`src/rtl/program_loader.sv`:
```
// Boot loader: takes a length-prefixed byte stream, writes little-endian words into instruction
// memory, verifies an XOR checksum and only then releases the core from reset.
module program_loader #(
    parameter int unsigned DEPTH       = 256,
    parameter int unsigned COUNT_WIDTH = 16
) (
    input  logic                   clock,
    input  logic                   reset,
    input  logic                   start,
    input  logic [7:0]             rx_data,
    input  logic                   rx_valid,
    output logic                   rx_ready,
    output logic                   imem_write_en,
    output logic [63:0]            imem_write_address,
    output logic [31:0]            imem_write_data,
    output logic                   core_run,
    output logic                   busy,
    output logic                   done,
    output logic                   error,
    output logic [COUNT_WIDTH-1:0] words_loaded
);

    typedef enum logic [2:0] {
        StIdle, StLenLo, StLenHi, StData, StCheck, StDone, StError
    } state_e;

    state_e                 state_q, state_d;
    logic [COUNT_WIDTH-1:0] length_q;
    logic [COUNT_WIDTH-1:0] words_q;
    logic [1:0]             byte_idx_q;
    logic [23:0]            asm_q;
    logic [7:0]             csum_q;

    logic                   accept;
    logic                   start_ok;
    logic [COUNT_WIDTH-1:0] len_full;
    logic                   len_bad;
    logic                   word_done;
    logic                   last_word;

    assign accept    = rx_valid & rx_ready;
    assign start_ok  = start & ~busy;
    assign len_full  = COUNT_WIDTH'({rx_data, length_q[7:0]});
    assign len_bad   = (len_full == '0) || (32'(len_full) > DEPTH);
    assign word_done = accept && (state_q == StData) && (byte_idx_q == 2'd3);
    assign last_word = (words_q + COUNT_WIDTH'(1)) == length_q;

    assign words_loaded = words_q;

    always_ff @(posedge clock or negedge reset) begin
        if (!reset) begin
            state_q <= StIdle;
        end else begin
            state_q <= state_d;
        end
    end

    always_comb begin
        state_d = state_q;
        unique case (state_q)
            StIdle, StDone, StError: if (start) state_d = StLenLo;
            StLenLo: if (accept) state_d = StLenHi;
            StLenHi: if (accept) state_d = len_bad ? StError : StData;
            StData:  if (word_done && last_word) state_d = StCheck;
            StCheck: if (accept) state_d = (rx_data == csum_q) ? StDone : StError;
            default: state_d = StIdle;
        endcase
    end

    always_comb begin
        rx_ready = 1'b0;
        busy     = 1'b0;
        done     = 1'b0;
        error    = 1'b0;
        core_run = 1'b0;
        unique case (state_q)
            StLenLo, StLenHi, StData, StCheck: begin
                rx_ready = 1'b1;
                busy     = 1'b1;
            end
            StDone: begin
                done     = 1'b1;
                core_run = 1'b1;
            end
            StError: error = 1'b1;
            default: ;
        endcase
    end

    // Datapath: header capture, word assembly, checksum and the registered write port.
    always_ff @(posedge clock or negedge reset) begin
        if (!reset) begin
            length_q           <= '0;
            words_q            <= '0;
            byte_idx_q         <= '0;
            asm_q              <= '0;
            csum_q             <= '0;
            imem_write_en      <= 1'b0;
            imem_write_address <= '0;
            imem_write_data    <= '0;
        end else begin
            imem_write_en <= 1'b0;
            if (start_ok) begin
                words_q    <= '0;
                byte_idx_q <= '0;
                csum_q     <= '0;
            end
            if (accept) begin
                case (state_q)
                    StLenLo: length_q <= COUNT_WIDTH'(rx_data);
                    StLenHi: length_q <= len_full;
                    StData: begin
                        csum_q     <= csum_q ^ rx_data;
                        byte_idx_q <= byte_idx_q + 2'd1;
                        if (byte_idx_q == 2'd3) begin
                            imem_write_en      <= 1'b1;
                            imem_write_address <= {{(62 - COUNT_WIDTH){1'b0}}, words_q, 2'b00};
                            imem_write_data    <= {rx_data, asm_q};
                            words_q            <= words_q + COUNT_WIDTH'(1);
                        end else begin
                            asm_q[{byte_idx_q, 3'b000} +: 8] <= rx_data;
                        end
                    end
                    default: ;
                endcase
            end
        end
    end

endmodule

```
`config.mk`:
```
export PLATFORM = sky130hd
export DESIGN_NAME = program_loader
export DESIGN_NICKNAME = d
export VERILOG_FILES = /design/src/rtl/program_loader.sv
export SDC_FILE = /design/constraint.sdc
export NUM_CORES = 1
export LEC_CHECK = 0
export BUFFER_PORTS_ARGS = -buffer_cell sky130_fd_sc_hd__buf_2
export CAP_MARGIN = 20
export CORE_MARGIN = 2
export CORE_UTILIZATION = 42
export CTS_BUF_LIST = sky130_fd_sc_hd__clkbuf_8
export DETAILED_ROUTE_END_ITERATION = 10
export GPL_TIMING_DRIVEN = 0
export PLACE_DENSITY = 0.64
export SETUP_SLACK_MARGIN = 0.1
export SYNTH_ARGS = -nofsm -noshare
export SYNTH_HDL_FRONTEND = slang
export SYNTH_SLANG_ARGS = --single-unit
export TNS_END_PERCENT = 100
```
`constraint.sdc`:
```
create_clock -name clock -period 3.06 [get_ports clock]
set_input_delay 0.306 -clock clock [delete_from_list [all_inputs] [get_ports clock]]
set_output_delay 0.306 -clock clock [all_outputs]
set_load 0.03 [all_outputs]
```
==> flow_summary_export.csv <==
group,metric,value,unit
run_status,outcome,"finished clean",
timing,max_slew_margin,36.1,%
finish,post_route_cells_drive_above_1_share,21.7,%
die,dieArea,15400,µm²
routing,detail_route.iter0.violations,360,
synthesis,synth.yosys.seq_area_share,48.7,%
timing,tightest_slew,956,ps
routing,detail_route.first_pass.iterations,5,
clock_tree,cts.sinks,118,
critical_path,crit_fanout,9,
timing,setup_ws,370,ps
timing,final_critical_path_required_period,2690,ps
place,gp_weighted_congestion,0.848,
power,switching_share,37.3,%
die,number_of_rows_in_the_core_area,43,
synthesis,synthesis.instances,700,
power,design_power_total,5.05,mW
critical_path,crit_arrival,3010,ps
global_routing,overflow,0,
routing,via_count,4979,
timing,layout_worst_path_cycle_share,87.9,%
finish,areaGrowthSynthToFinish,19.8,%
power,power.net_switching,1.89,mW
timing,maxSlewViolCount,0,
synthesis,post_synth_instance_area,6070,µm²
power,p_leak,3.77,nW
power,combinational_power_share,32.0,%
critical_path,worst_setup_path_end_kind,"register",
die,die_height,124,µm
synthesis,synth_seq_cells,118,
clock_tree,cts_root_buffer,"sky130_fd_sc_hd__clkbuf_8",
critical_path,crit_type,"reg -> reg",
critical_path,critical_path.startpoint_type,"register",
place,hpwl,10.2,mm
timing,report.final.hold_viol_count,0,
power,seq_power_share,40.5,%
power,p_clk_share,27.5,%
routing,drt-vias-per-instance,4.82,
place,placement.setup.worst_slack,390,ps
die,num_io_pins,130,
power,internal_power,3.17,mW
clock_tree,worst_skew_pair.late_latency,430,ps
power,power.density_cell_area,696,nW/µm²
clock_tree,cts-root-to-sink-buffers,2,
routing,routed_wirelength,14.5,mm
timing,skew,15.1,ps
finish,insertedDiodeCount,0,
critical_path,critical_path_required_time,3380,ps
timing,worst_hold_slack,271,ps
synthesis,avgSynthCellArea,8.67,µm²
global_routing,track_usage,19.1,%
synthesis,netlist-cell-type-count,55,
timing,fmaxAchievable,0.372,GHz
synthesis,netlist.area_leader.share,48.7,%
clock_tree,cts_tree,"built",
timing,finalSetupViolCount,0,
clock_tree,tritoncts.num_buffers,17,
die,core_area,14000,µm²
finish,finish.instance_area,7270,µm²
clock_tree,clk_pin_slew_worst_paths,80,ps
place,io_buffer_count,73,
finish,number_of_nets_in_the_layout,859,
clock_tree,cts_repair_resize_count,0,
synthesis,async_flop_share,100,%
die,die-width,124,µm
place,place_area,6870,µm²
routing,wire_per_inst,14.0,µm
global_routing,wire_length_of_the_first_global_routing_pass,24.1,mm
timing,grt_setup_unrepaired,"false",
hold_path,worst_hold_class,"in -> async",
synthesis,synthesis_warning_total,0,
synthesis,synth_top_cells_by_area,"sky130_fd_sc_hd__dfrtp_1 49%, sky130_fd_sc_hd__nand2_1 14%, sky130_fd_sc_hd__buf_4 6.6%",
power,irDropWorstVdd,0.367,mV
clock_tree,cts-htree-levels,4,
routing,drt.antenna.violating_nets,0,
die,initial_utilization,43.4,%
synthesis,synth_ff_type,"sky130_fd_sc_hd__dfrtp_1",
timing,totalNegativeSetupSlack,0,ps
run,cap_viol_max_count,0,
synthesis,number_of_enable_type_register_cells_in_the_synthesized_netlist,0,
routing,remaining_drc_errors,0,
synthesis,synth_area_leader_cell,"sky130_fd_sc_hd__dfrtp_1",
global_routing,largest_net_degree_at_the_start_of_global_routing,100,
global_routing,first_global_vias,4559,
global_routing,antenna_found_initial,0,
worst max-delay path, stage by stage (launching register included):
cell and delay [ps]:
sky130_fd_sc_hd__dfrtp_1 520, sky130_fd_sc_hd__ha_1 330, sky130_fd_sc_hd__nand3_1 340, sky130_fd_sc_hd__or3_1 440, sky130_fd_sc_hd__a21oi_1 140, sky130_fd_sc_hd__nand2b_1 170
sky130_fd_sc_hd__a41oi_1 220, sky130_fd_sc_hd__a311o_1 410
cells in the mapped netlist (3+ instances only):
library cell                count
sky130_fd_sc_hd__inv_1         10
sky130_fd_sc_hd__nor3_1         3
sky130_fd_sc_hd__nand2_1      231
sky130_fd_sc_hd__and3_1         6
sky130_fd_sc_hd__o21ai_0       77
sky130_fd_sc_hd__buf_1          3
sky130_fd_sc_hd__buf_2          6
sky130_fd_sc_hd__xor2_1         8
sky130_fd_sc_hd__dfrtp_1      118
sky130_fd_sc_hd__nand3_2        3
sky130_fd_sc_hd__xnor2_1       17
sky130_fd_sc_hd__mux2_2         9
sky130_fd_sc_hd__o31ai_1        5
sky130_fd_sc_hd__a2bb2oi_1      6
sky130_fd_sc_hd__nor3b_1        3
sky130_fd_sc_hd__nand3_1        4
sky130_fd_sc_hd__nand2b_1       8
sky130_fd_sc_hd__a21oi_1        7
sky130_fd_sc_hd__clkbuf_1      29
sky130_fd_sc_hd__nand4_1        5
sky130_fd_sc_hd__ha_1           6
sky130_fd_sc_hd__nor2_1        31
sky130_fd_sc_hd__buf_4         53
sky130_fd_sc_hd__nor4_1         5
sky130_fd_sc_hd__nor2b_1        7
metal layers:
metal  track usage (%)  share of wire, %  vias up
li1                  -                 -     2498
met1              28.6                50     2333
met2              28.3                44      139
met3              3.96               4.8        9
met4              5.16              0.76        0
met5                 0                 0        -
flip-flops by register name (all words and copies together), names as in the netlist:
name,cells
imem_write_en,1
words_loaded,16
csum_q,8
byte_idx_q,2
imem_write_address,16
asm_q,24
state_q,3
imem_write_data,32
length_q,16
cells in the final DEF, fill, tap and decap left out, drive strengths merged, types with 8 or more instances in the layout:
| cell | count |
|---|---|
| nor2 | 31 |
| nand2 | 231 |
| mux2 | 9 |
| dfrtp | 118 |
| xnor2 | 17 |
| buf | 136 |
| o21ai | 77 |
| inv | 15 |
| nand2b | 8 |
| conb | 48 |
| clkbuf | 46 |
| nor4 | 8 |
| xor2 | 8 |
kinds of logic (layout without fill, tap and decap cells):
group	Yosys count	count (layout)	share of synthesized area (%)
AND/OR/NAND/NOR	322	322	23.3
flip-flops	118	118	48.7
AO/OA/AOI/OAI	115	115	11.4
buffers and inverters	102	209	9.71
XOR/XNOR	25	25	3.61
multiplexers	11	11	2.00
adder cells (fa/ha/maj)	6	6	1.24
other	1	48	0.0618
metrics by stage:
step,utilization [%],std cells
after floorplan,-,747
final,51.9,1034
after detailed placement,49.1,1001
after global routing,51.9,1034
after CTS,51.9,1034
after global placement,48.9,1000
power by group through the flow:
stage | Sequential [mW] | Clock [mW] | Combinational (mW)
final | 2.05 | 1.39 | 1.62
after global routing | 2.09 | 1.50 | 1.80
after CTS | 2.04 | 1.42 | 1.61
after floorplan | 2.07 | 0 | 1.19
after global placement | 2.07 | 0 | 1.57
after detailed placement | 2.07 | 0 | 1.61
final timing paths:
kind / start / to / slack [ps] / cells after the start
min in group clock: rx_data[4] / asm_q[12] / 350 / 3
setup / recovery: words_loaded[0] / state_q[1] / 370 / 7
hold reg to reg: imem_write_address[5] / imem_write_address[5] / 470 / 2
setup reg to reg: words_loaded[0] / state_q[1] / 370 / 7
hold / removal: reset / imem_write_data[24] / 270 / 2
max in group asynchronous: reset / imem_write_address[16] / 2040 / 3
layout make-up:
type / count / area (µm²)
Buffer: 91 / 548
Clock buffer: 17 / 234
Clock inverter: 15 / 154
Fill cell: 1356 / 6720
Inverter: 11 / 41.3
Multi-Input combinational cell: 527 / 2700
Sequential cell: 118 / 2950
Tap cell: 180 / 225
Timing Repair Buffer: 75 / 409
timing repair:
| item | CTS | global route |
|---|---|---|
| hold buffers | 1 | 0 |
| hold endpoints to repair | 19 | 0 |
| buffers inserted | 0 | 0 |
No activity file was read; power rests on OpenSTA's default activity.
